[src/rtl/alu_cmd_issuer.sv]
// alu_cmd_issuer: issues one registered command at a time to a combinational ALU,
// waits a fixed settle time, then returns the sampled result over a valid/ready channel.
module alu_cmd_issuer #(
    parameter int DATA_W        = 32,
    parameter int OP_W          = 4,
    parameter int SETTLE_CYCLES = 1,
    parameter int CNT_W         = 16
) (
    input  logic              clk,
    input  logic              rst_n,
    input  logic              cmd_valid,
    output logic              cmd_ready,
    input  logic [DATA_W-1:0] cmd_a,
    input  logic [DATA_W-1:0] cmd_b,
    input  logic [OP_W-1:0]   cmd_op,
    output logic [DATA_W-1:0] alu_a,
    output logic [DATA_W-1:0] alu_b,
    output logic [OP_W-1:0]   alu_op,
    input  logic [DATA_W-1:0] alu_result,
    input  logic              alu_zero,
    output logic              rsp_valid,
    input  logic              rsp_ready,
    output logic [DATA_W-1:0] rsp_result,
    output logic              rsp_zero,
    output logic              rsp_err,
    output logic              busy,
    output logic [CNT_W-1:0]  op_count
);
    localparam int SC_W = SETTLE_CYCLES > 1 ? $clog2(SETTLE_CYCLES) : 1;

    typedef enum logic [1:0] {IDLE, SETTLE, RESP} state_t;

    state_t          state, state_nx;
    logic [SC_W-1:0] cnt;
    logic            issue, capture, done;

    always_comb begin
        cmd_ready = state == IDLE;
        busy      = state != IDLE;
        issue     = cmd_valid && cmd_ready;
        capture   = state == SETTLE && cnt == '0;
        done      = state == RESP && rsp_valid && rsp_ready;
        state_nx  = issue ? SETTLE : capture ? RESP : done ? IDLE : state;
    end

    always_ff @(posedge clk or negedge rst_n) begin
        if (!rst_n) begin
            state      <= IDLE;
            cnt        <= '0;
            alu_a      <= '0;
            alu_b      <= '0;
            alu_op     <= '0;
            rsp_valid  <= 1'b0;
            rsp_result <= '0;
            rsp_zero   <= 1'b0;
            rsp_err    <= 1'b0;
            op_count   <= '0;
        end else begin
            state <= state_nx;
            if (issue) begin
                alu_a   <= cmd_a;
                alu_b   <= cmd_b;
                alu_op  <= cmd_op;
                rsp_err <= cmd_op > OP_W'(1);
                cnt     <= SC_W'(SETTLE_CYCLES - 1);
            end
            if (state == SETTLE && cnt != '0)
                cnt <= cnt - SC_W'(1);
            if (capture) begin
                rsp_result <= alu_result;
                rsp_zero   <= alu_zero;
                rsp_valid  <= 1'b1;
            end
            // counter saturates rather than wrapping
            if (done) begin
                rsp_valid <= 1'b0;
                if (~&op_count)
                    op_count <= op_count + CNT_W'(1);
            end
        end
    end
endmodule

[config.mk]
export PLATFORM = sky130hd
export DESIGN_NAME = alu_cmd_issuer
export DESIGN_NICKNAME = d
export VERILOG_FILES = /design/src/rtl/alu_cmd_issuer.sv
export SDC_FILE = /design/constraint.sdc
export NUM_CORES = 1
export LEC_CHECK = 0
export BUFFER_PORTS_ARGS = -buffer_cell sky130_fd_sc_hd__buf_2
export CAP_MARGIN = 20
export CORE_ASPECT_RATIO = 1.5
export CORE_MARGIN = 1
export CORE_UTILIZATION = 25
export DETAILED_ROUTE_END_ITERATION = 16
export SLEW_MARGIN = 0
export SYNTH_ARGS = -nofsm -noshare
export SYNTH_HDL_FRONTEND = slang
export SYNTH_SLANG_ARGS = --single-unit
[constraint.sdc]
create_clock -name clk -period 3 [get_ports clk]
set_input_delay 0.3 -clock clk [delete_from_list [all_inputs] [get_ports clk]]
set_output_delay 0.3 -clock clk [all_outputs]
set_load 0.005 [all_outputs]
==> out/qor.tcl <==
set qor(min_delay_worst_endpoint) {alu_b[8]}
set qor(dr.first_iter.drc_count) 56
set qor(hpwlAfterDp_um) 8650
set qor(ctsHtreeMaxLevel) 4
set qor(gp_routability_congestion) 0.732
set qor(cpLargestDelayFamily) {simple AND/OR/NAND/NOR gates}
set qor(rrSetupSlack_ns) 0.84
set qor(cts_post_setup_buffers_inserted) 0
set qor(combined_area_of_all_synthesized_cells_mm2) 0.00487
set qor(synthToLayoutAreaGrowth_pct) 40.8
set qor(r2r_cells) 4
set qor(postCtsResizedCells) 0
set qor(cell_with_the_most_instances_after_synthesis) {sky130_fd_sc_hd__dfrtp_1}
set qor(antenna_violating_nets_post_route) 0
set qor(path_buf_inv) 1
set qor(grt_first_pass_wirelength_um) 18400
set qor(routed_wl_um) 11500
set qor(synth_top_cell_by_area) {sky130_fd_sc_hd__dfrtp_1}
set qor(initial_core_util) 0.255
set qor(worst_vdd_ir_mv) 0.529
set qor(mean_number_of_vias_per_cell) 4.19
set qor(antenna_violations_before_repair) 2
set qor(worst_path_largest_cell_delay_ns) 0.60
set qor(root_buffer) {sky130_fd_sc_hd__clkbuf_16}
set qor(fillCellCount) 1895
set qor(synthDistinctLibCells) 32
set qor(status) {finished clean}
set qor(dieArea_mm2) 0.0201
set qor(worst_hold_startpoint) {cmd_b[8]}
set qor(placementRows) 62
set qor(synth_largest_type_area_fraction) 0.627
set qor(seq_area_frac_synth) 0.627
set qor(slowest_stage) {sky130_fd_sc_hd__and2_2}
set qor(critical_path.endpoint_type) {flop}
set qor(total_count_of_hold_check_failures_in_the_final_report) 0
set qor(timing.final.setup_violations) 0
set qor(core_area_mm2) 0.0191
set qor(synthesis.nets) 415
set qor(power.density_mw_per_mm2) 1020
set qor(totalNegativeSetupSlack_ns) 0
set qor(insertion_delay_ns) 0.42
set qor(worst_pin_slew_ns) 0.754
set qor(die_width_um) 116
set qor(timing.hold.worst.class) {in -> reg}
set qor(die_height_um) 173
set qor(path_max_fanout) 46
set qor(fin_worst_skew_ns) 0.00431
set qor(grt_pass1_vias) 3744
set qor(mean_post_synth_cell_area_um2) 15.8
set qor(most_used_dff_post_synth) {sky130_fd_sc_hd__dfrtp_1}
set qor(grt-ovfl-total) 0
set qor(cts_tree) {done}
set qor(layout.cells.non_filler) 817
set qor(maxcap_violations) 0
set qor(numClockSinks) 122
set qor(yosys-top-cells-count) {sky130_fd_sc_hd__dfrtp_1, sky130_fd_sc_hd__mux2_2, sky130_fd_sc_hd__nor2_1}
set qor(clkTransAtPathRegs_ns) 0.06
set qor(largest_net_degree_at_the_start_of_global_routing) 66
set qor(design.final.nets) 652
set qor(ys_top_cells_by_area) {sky130_fd_sc_hd__dfrtp_1, sky130_fd_sc_hd__mux2_2, sky130_fd_sc_hd__buf_6, sky130_fd_sc_hd__xor2_1, sky130_fd_sc_hd__mux2_1}
set qor(post-route-min-period_ns) 2.16
set qor(fmax_mhz) 464
set qor(post_synth_inst_count) 309
set qor(reg2reg_from) {state[1]}
set qor(post-place-cells) 782
set qor(timing_worst_setup_path_type) {reg -> reg}
set qor(drc) 0
set qor(worst_ep_arrival_time_ns) 2.45
set qor(route.vias.total) 3423
set qor(leakage_nw) 3.26
set qor(synth_warnings) 0
set qor(ctsLongestPathBuffers) 2
set qor(synth_enable_flop_cells) 0
set qor(required_ns) 3.30
set qor(cts_buffers) 17
set qor(post_route_cells_drive_above_1_share) 0.662
set qor(part_of_the_cycle_the_worst_path_needs) 0.719
set qor(buffer_ports.inserted) 225
set qor(cp_cell_sequence) {nor2_1, and2_2, buf_12, mux2_2}
set qor(groute.usage.overall) 0.121
set qor(slew_headroom) 0.497
set qor(rsz_0062_raised_after_global_routing) {false}
set qor(worstSetupStartpointType) {flop}
set qor(drt-wirelength-per-cell_um) 14.1
set qor(number_of_register_bits_inferred_by_synthesis) 122
set qor(maxSlewViolCount) 0
set qor(worst_r2r_endpoint) {alu_a[24]}
set qor(dr.pass1.iters) 4
set qor(min_delay_path_depth) 2
set qor(ys_async_sr_fraction) 1.00
set qor(pin_count) 226
[through the flow]
stage,hold slack [ns],area (µm²),setup WS (ns),power [mW],util
final,0.102,6860,0.844,7.02,0.359
after CTS,0.0766,6860,0.819,7.17,0.359
after floorplan,0.00441,4870,1.43,4.03,-
after detailed placement,0.410,6270,0.845,5.14,0.328
after global routing,0.0812,6860,0.713,7.52,0.359
after global placement,0.382,6270,0.912,5.04,0.328
[flip-flops by register name, indices dropped and copies added (netlist names)]
| register | flops |
|---|---|
| cnt | 1 |
| state | 2 |
| rsp_zero | 1 |
| alu_b | 32 |
| op_count | 16 |
| rsp_result | 32 |
| rsp_valid | 1 |
| alu_op | 4 |
| rsp_err | 1 |
| alu_a | 32 |
[area by class of cell]
cell class | instances | area (µm²) | area share
Antenna cell | 2 | 5.00 | 0.000730
Sequential cell | 122 | 3050 | 0.445
Inverter | 3 | 11.3 | 0.00164
Timing Repair Buffer | 229 | 1190 | 0.173
Multi-Input combinational cell | 173 | 1710 | 0.249
Clock inverter | 15 | 154 | 0.0224
Clock buffer | 17 | 425 | 0.0620
Tap cell | 256 | 320 | 0.0467
[worst max path at each step]
stage / slack, ns / from / cells past startpoint / end
after floorplan: 1.43 / state[1] / 3 / rsp_result[10]
after global placement: 0.91 / state[1] / 4 / alu_b[9]
after detailed placement: 0.84 / state[1] / 4 / alu_b[20]
after CTS: 0.82 / state[1] / 4 / alu_b[13]
after global routing: 0.71 / state[1] / 4 / alu_b[21]
final: 0.84 / state[1] / 4 / alu_a[24]
[worst register-to-register path: cells and delay by family, from the launching register on]
family,cells,cell delay (ns)
buf+inv,1,0.33
mux,1,0.40
simple gates,2,0.82
flops,1,0.49
[metal layers]
metal,GRT usage,vias to the layer above,wire length [µm]
li1,-,1581,-
met1,0.114,1676,4020
met2,0.217,141,6280
met3,0.0491,25,871
met4,0.0646,0,352
met5,0,-,0
[power by group]
group / switching (mW) / internal, mW
sequential: 0.439 / 2.41
combinational: 0.879 / 1.32
clock: 0.757 / 1.22
[cell usage in the layout (no fill, tap or decap), drive strengths merged]
| cell type | count |
|---|---|
| a21oi | 4 |
| clkinvlp | 7 |
| and3 | 1 |
| ha | 1 |
| nand2b | 2 |
| xor2 | 9 |
| nand4 | 7 |
| diode | 2 |
| a21o | 1 |
| nand2 | 4 |
| nor4 | 8 |
| and4bb | 1 |
| bufinv | 2 |
| mux2 | 103 |
| and2 | 1 |
| and4 | 2 |
| nand3 | 3 |
| nor2 | 10 |
| nand4b | 1 |
| nor3 | 5 |
| nor3b | 1 |
| dfrtp | 122 |
| clkbuf | 17 |
| and4b | 1 |
| dlygate4sd3 | 1 |
| buf | 228 |
| o21ai | 2 |
| o21a | 1 |
| o2111ai | 1 |
| clkinv | 6 |
| and3b | 1 |
| xnor2 | 3 |
| inv | 3 |
[cells by family after synthesis]
logic type | share of synthesized area
and+or+nand+nor | 0.0750
buffers and inverters | 0.0247
AOI/OAI and AO/OA | 0.0113
adders and majority gates | 0.00257
xor gates and xnor gates | 0.0216
muxes | 0.238
DFF | 0.627
[what timing repair did]
| action | CTS | global route |
|---|---|---|
| endpoints found under the setup margin | 0 | 0 |
| hold buffers | 1 | 0 |
| hold endpoints to repair | 57 | 0 |
(Power assumes the default switching activity.)
